==> src/rtl/nios1_mem_adapt_pkg.sv <==
// nios1_mem_adapt_pkg: shared state encoding and widths for the
// 32-bit Avalon slave to 16-bit on-chip RAM width adapter.
package nios1_mem_adapt_pkg;

    localparam int HALF_W  = 16;
    localparam int WORD_W  = 32;
    localparam int BE_HALF = 2;

    typedef enum logic [2:0] {
        ST_WAIT,
        ST_IDLE,
        ST_LO,
        ST_HI,
        ST_CAP,
        ST_DONE
    } state_t;

endpackage

==> src/rtl/nios1_mem_width_adapter.sv <==
// nios1_mem_width_adapter: splits 32-bit Avalon accesses into two 16-bit RAM
// accesses (low half first). Optional macro NIOS1_MEM_ADAPT_SKIP_EN skips
// write halves whose byte enables are all zero.
module nios1_mem_width_adapter
    import nios1_mem_adapt_pkg::*;
#(
    parameter int ADDR_W    = 11,
    parameter int INIT_WAIT = 0
) (
    input  logic                 clk,
    input  logic                 reset_n,
    input  logic [ADDR_W-1:0]    s_address,
    input  logic [3:0]           s_byteenable,
    input  logic                 s_chipselect,
    input  logic                 s_read,
    input  logic                 s_write,
    input  logic [WORD_W-1:0]    s_writedata,
    output logic [WORD_W-1:0]    s_readdata,
    output logic                 s_waitrequest,
    output logic [ADDR_W:0]      m_address,
    output logic [BE_HALF-1:0]   m_byteenable,
    output logic                 m_chipselect,
    output logic                 m_write,
    output logic [HALF_W-1:0]    m_writedata,
    input  logic [HALF_W-1:0]    m_readdata
);

    localparam logic [3:0] WAIT_LOAD =
        (INIT_WAIT > 0) ? 4'(INIT_WAIT - 1) : 4'd0;
    localparam state_t RST_STATE =
        (INIT_WAIT > 0) ? ST_WAIT : ST_IDLE;

    state_t              r_state;
    state_t              w_state_nxt;
    state_t              w_first;
    state_t              w_after_lo;
    logic [3:0]          r_wait;
    logic [ADDR_W-1:0]   r_addr;
    logic [3:0]          r_be;
    logic [WORD_W-1:0]   r_wd;
    logic                r_wr;
    logic [HALF_W-1:0]   r_lo_q;
    logic [HALF_W-1:0]   r_hi_q;
    logic                w_req;

    assign w_req = s_chipselect & (s_read | s_write);

`ifdef NIOS1_MEM_ADAPT_SKIP_EN
    // A write half with no enabled bytes costs no RAM cycle at all.
    assign w_first =
        !s_write                   ? ST_LO :
        (|s_byteenable[1:0])       ? ST_LO :
        (|s_byteenable[3:2])       ? ST_HI : ST_DONE;
    assign w_after_lo =
        (r_wr && !(|r_be[3:2]))    ? ST_DONE : ST_HI;
`else
    assign w_first    = ST_LO;
    assign w_after_lo = ST_HI;
`endif

    // State register and post-reset wait counter
    always_ff @(posedge clk or negedge reset_n) begin
        if (!reset_n) begin
            r_state <= RST_STATE;
            r_wait  <= WAIT_LOAD;
        end else begin
            r_state <= w_state_nxt;
            if (r_state == ST_WAIT && r_wait != 4'd0)
                r_wait <= r_wait - 4'd1;
        end
    end

    // Next-state decode
    always_comb begin
        w_state_nxt = r_state;
        unique case (r_state)
            ST_WAIT: if (r_wait == 4'd0) w_state_nxt = ST_IDLE;
            ST_IDLE: if (w_req) w_state_nxt = w_first;
            ST_LO:   w_state_nxt = w_after_lo;
            ST_HI:   w_state_nxt = r_wr ? ST_DONE : ST_CAP;
            ST_CAP:  w_state_nxt = ST_DONE;
            ST_DONE: w_state_nxt = ST_IDLE;
            default: w_state_nxt = ST_IDLE;
        endcase
    end

    // Request latch in IDLE and read-half capture; write wins a tie
    always_ff @(posedge clk or negedge reset_n) begin
        if (!reset_n) begin
            r_addr <= '0;
            r_be   <= '0;
            r_wd   <= '0;
            r_wr   <= 1'b0;
            r_lo_q <= '0;
            r_hi_q <= '0;
        end else begin
            if (r_state == ST_IDLE && w_req) begin
                r_addr <= s_address;
                r_be   <= s_byteenable;
                r_wd   <= s_writedata;
                r_wr   <= s_write;
            end
            if (r_state == ST_HI && !r_wr)
                r_lo_q <= m_readdata;
            if (r_state == ST_CAP)
                r_hi_q <= m_readdata;
        end
    end

    // RAM-side and stall outputs from state and latched request
    always_comb begin
        m_address     = '0;
        m_byteenable  = '0;
        m_chipselect  = 1'b0;
        m_write       = 1'b0;
        m_writedata   = '0;
        s_waitrequest = 1'b1;
        unique case (r_state)
            ST_LO: begin
                m_address    = {r_addr, 1'b0};
                m_byteenable = r_wr ? r_be[1:0] : 2'b11;
                m_chipselect = 1'b1;
                m_write      = r_wr;
                m_writedata  = r_wd[HALF_W-1:0];
            end
            ST_HI: begin
                m_address    = {r_addr, 1'b1};
                m_byteenable = r_wr ? r_be[3:2] : 2'b11;
                m_chipselect = 1'b1;
                m_write      = r_wr;
                m_writedata  = r_wd[WORD_W-1:HALF_W];
            end
            ST_DONE: s_waitrequest = 1'b0;
            default: ;
        endcase
    end

    assign s_readdata = {r_hi_q, r_lo_q};

endmodule

==> config.mk <==
export PLATFORM = sky130hd
export DESIGN_NAME = nios1_mem_width_adapter
export DESIGN_NICKNAME = d
export VERILOG_FILES = /design/src/rtl/nios1_mem_adapt_pkg.sv /design/src/rtl/nios1_mem_width_adapter.sv
export SDC_FILE = /design/constraint.sdc
export NUM_CORES = 1
export LEC_CHECK = 0
export BUFFER_PORTS_ARGS = -buffer_cell sky130_fd_sc_hd__buf_2
export CAP_MARGIN = 20
export CORE_ASPECT_RATIO = 1.2
export CORE_MARGIN = 2
export CORE_UTILIZATION = 40
export DETAILED_ROUTE_END_ITERATION = 7
export MAX_ROUTING_LAYER = met4
export PLACE_DENSITY = 0.67
export REMOVE_ABC_BUFFERS = 1
export SLEW_MARGIN = 20
export SYNTH_ARGS = -nofsm -noshare
export SYNTH_HDL_FRONTEND = slang
export SYNTH_SLANG_ARGS = --single-unit
==> constraint.sdc <==
create_clock -name clk -period 2.55 [get_ports clk]
set_input_delay 0.1275 -clock clk [delete_from_list [all_inputs] [get_ports clk]]
set_output_delay 0.1275 -clock clk [all_outputs]
set_load 0.05 [all_outputs]
==> results.txt <==
In the final layout, the share of cells above drive strength 1 is 47.9%. After floorplanning, the core was sized to cover 9030 µm². The post-synthesis sequential area ratio came out at 58.4%. Leaving out fill and tap cells, the most frequent cell in the layout is buf_2. Max-cap violations in this run came to 0. The class of the most critical hold timing path is primary input to flip-flop. The class of the most critical setup path is flip-flop to output port. The mapped cell area came out at 3730 µm².

The insertion delay of the later-clocked pin in the worst-skew pair came out at 0.36 ns. Summed over all layers, the routed wires come to 8.74 mm. The count of nets left with antenna violations once routing finished came out at 0. The number of max-slew violations in the final report is 0. The starting density of the core is 41.3%. 0 antenna diodes ended up in the layout.

The iteration count of the initial detailed-routing pass came out at 5. The worst-case hold slack came out at 0.0258 ns. The maximum buffer depth of the clock tree is 2. The number of cells produced by synthesis is 258. The count of cell types in the netlist is 28. The routed length on met3 came out at 295 µm. The mean routed wirelength per cell came out at 15.0 µm. The half-perimeter wire length after detailed placement is 5.52 mm. The average instance in the mapped netlist occupies 14.5 µm².

The layout has 772 filler cells. STA classifies the critical path startpoint as a flip-flop. The sum of negative setup slack is 0 ns. The clock transition time at the flip-flop clock pins of the worst setup and hold paths came out at 0.08 ns. The largest net degree at the start of global routing is 88.

Yosys attributes the largest share of cell area to dfrtp_1 58%, mux2_2 18%, mux2_1 6.0%. Summed over all cells, the static leakage comes to 2.60 nW. The leading area contributor after synthesis is dfrtp_1. The top cell type by area accounts for 57.7% of the synthesized area. The horizontal die dimension came out at 92.2 µm. Setup repair after global routing left no endpoint under its margin. The via count of the first global-routing pass is 2,919. The maximum achievable frequency came out at 468 MHz.

The floorplan die area is 10,100 µm². The total overflow left after global routing is 0. The net count of the finished layout is 527. The relative slew slack came out at 47.3%. The areal power density over the cells is 1320 nW/µm². Across the VDD grid, the largest voltage drop is 0.000942 V. Data on the critical path is required at its endpoint by 2.42 ns. The number of input and output port buffers inserted came out at 132. The clock period minus final worst setup slack came out at 2.14 ns.

The met1 wire length came out at 3.54 mm. The flip-flop and latch count after synthesis is 87. The highest layer touched by signal routing is met4. The maximum net fanout on the critical path is 15. TritonCTS built the clock tree. The area added between synthesis and finish came out at 43.3%. The average vias per placed instance is 4.68. The overall die height is 110 µm. The library cells used most frequently in the layout, excluding fill and tap cells, are 131 x buf_2, 86 x dfrtp_1, 64 x dlygate4sd3_1. The number of vias after detailed routing is 2,729. The final number of hold-violating endpoints was 0.

Setup violations remaining at the end of the flow were counted as 0. The total of warnings raised by yosys came out at 0. The final estimated routing congestion in global placement came out at 0.687. The number of placement rows is 38.

Clock tree synthesis inserted a total of 9 buffers. The number of ports placed on the die boundary came out at 133. The transition at the pin with the smallest max-transition slack is 0.791 ns. The run finished with clean final reports. On the final layout, the worst clock skew is 0.00585 ns. The signal arrival time at the worst endpoint came out at 2.01 ns. The met2 wirelength from detailed routing is 4.65 mm.

For this run, the total global-route usage over all layers was measured as 18.4%. The clock tree synthesis step divided the H-tree into 3 levels. The post-cts repair resize count came out at 0.

The initial detailed-routing violation count is 76. The total number of clock tree sinks is 87. The first global-routing pass estimated 13.8 mm of wire. The tree is rooted in a clkbuf_8. After clock tree synthesis, the flow added hold-fix buffers numbering 62. For this run, design rule violations remaining after detail routing come to 0.

The initial antenna violation count came out at 0. The category of the worst setup path capture point is an output port. The number of setup buffers added after CTS is 0. The final critical-path share of the clock period is 83.9%.
[per-stage QoR]
| stage | total power [mW] | instance area (µm²) | instances | util, % | worst slack [ns] |
|---|---|---|---|---|---|
| finish | 7.08 | 5350 | 583 | 59.2 | 0.412 |
| global route | 7.47 | 5350 | 583 | 59.2 | 0.305 |
| CTS | 7.13 | 5320 | 581 | 58.9 | 0.384 |
| detailed placement | 6.12 | 4510 | 503 | 49.9 | 0.536 |
| global placement | 6.03 | 4510 | 503 | 49.9 | 0.570 |
| floorplan | 5.20 | 3640 | 244 | - | -1.01 |
[per-layer routing]
metal | track usage [%] | vias to the layer above
li1 | - | 1293
met2 | 30.0 | 70
met5 | - | -
met4 | 10.0 | 0
met1 | 21.1 | 1346
met3 | 4.32 | 20
[registers in the layout, indices dropped and copies added, names as in the netlist]
register	flops
r_lo_q	16
r_wait	4
r_wd	32
r_wr	1
r_be	4
r_addr	11
r_hi_q	16
r_state	3
[Yosys cell counts]
cell / count
nor4_1: 1
clkbuf_1: 1
nand2b_4: 1
nor3b_4: 2
nor3b_2: 1
buf_6: 3
mux2_2: 61
buf_2: 6
or3_1: 1
buf_1: 1
o32ai_1: 1
o21a_1: 1
nand2_1: 1
nor2_1: 18
nand2b_1: 2
mux2_1: 20
ha_1: 1
or2_2: 1
nand3b_1: 2
dfstp_2: 1
a21oi_1: 5
buf_4: 3
dfrtp_1: 86
mux2i_1: 20
xnor2_1: 1
and2_1: 13
inv_1: 3
nor4b_1: 1
[final timing paths]
| check | start | depth (start not counted) | end | slack (ns) |
|---|---|---|---|---|
| worst max-delay path | r_state[0] | 4 | m_writedata[8] | 0.41 |
| worst min-delay path | s_write | 2 | r_wr | 0.03 |
| worst max register to register | r_state[0] | 4 | r_wd[17] | 0.53 |
| worst min register to register | r_addr[9] | 1 | r_addr[9] | 0.48 |
| max in group asynchronous | reset_n | 2 | r_wd[20] | 1.60 |
| min in group asynchronous | reset_n | 2 | r_hi_q[12] | 0.41 |
[layout make-up]
cell class | instances | area [µm²] | share of cell area [%]
Inverter | 3 | 11.3 | 0.211
Tap cell | 120 | 150 | 2.81
Sequential cell | 87 | 2180 | 40.7
Timing Repair Buffer | 203 | 1360 | 25.4
Clock buffer | 13 | 179 | 3.35
Clock inverter | 3 | 15.0 | 0.281
Multi-Input combinational cell | 154 | 1450 | 27.2
[where the power goes]
part / internal (mW) / leakage [nW] / switching (mW)
Sequential: 2.06 / 1.04 / 0.405
Clock: 0.456 / 0.105 / 0.474
Combinational: 1.27 / 1.45 / 2.41
[critical path, stage by stage (launching register included)]
cell     delay, ns
dfstp_2       0.79
buf_4         0.33
mux2i_1       0.11
nor2_1        0.14
buf_2         0.29
[cell families after synthesis]
family                     Yosys count  synth area share (%)
AOI/OAI and AO/OA                    7                  1.11
and+or+nand+nor                     44                  7.28
xor gates and xnor gates             1                 0.235
buffers and inverters               17                  2.82
muxes                              101                  29.8
adders and majority gates            1                 0.335
DFF                                 87                  58.4
Note: power is estimated with default switching activity, not from simulation.
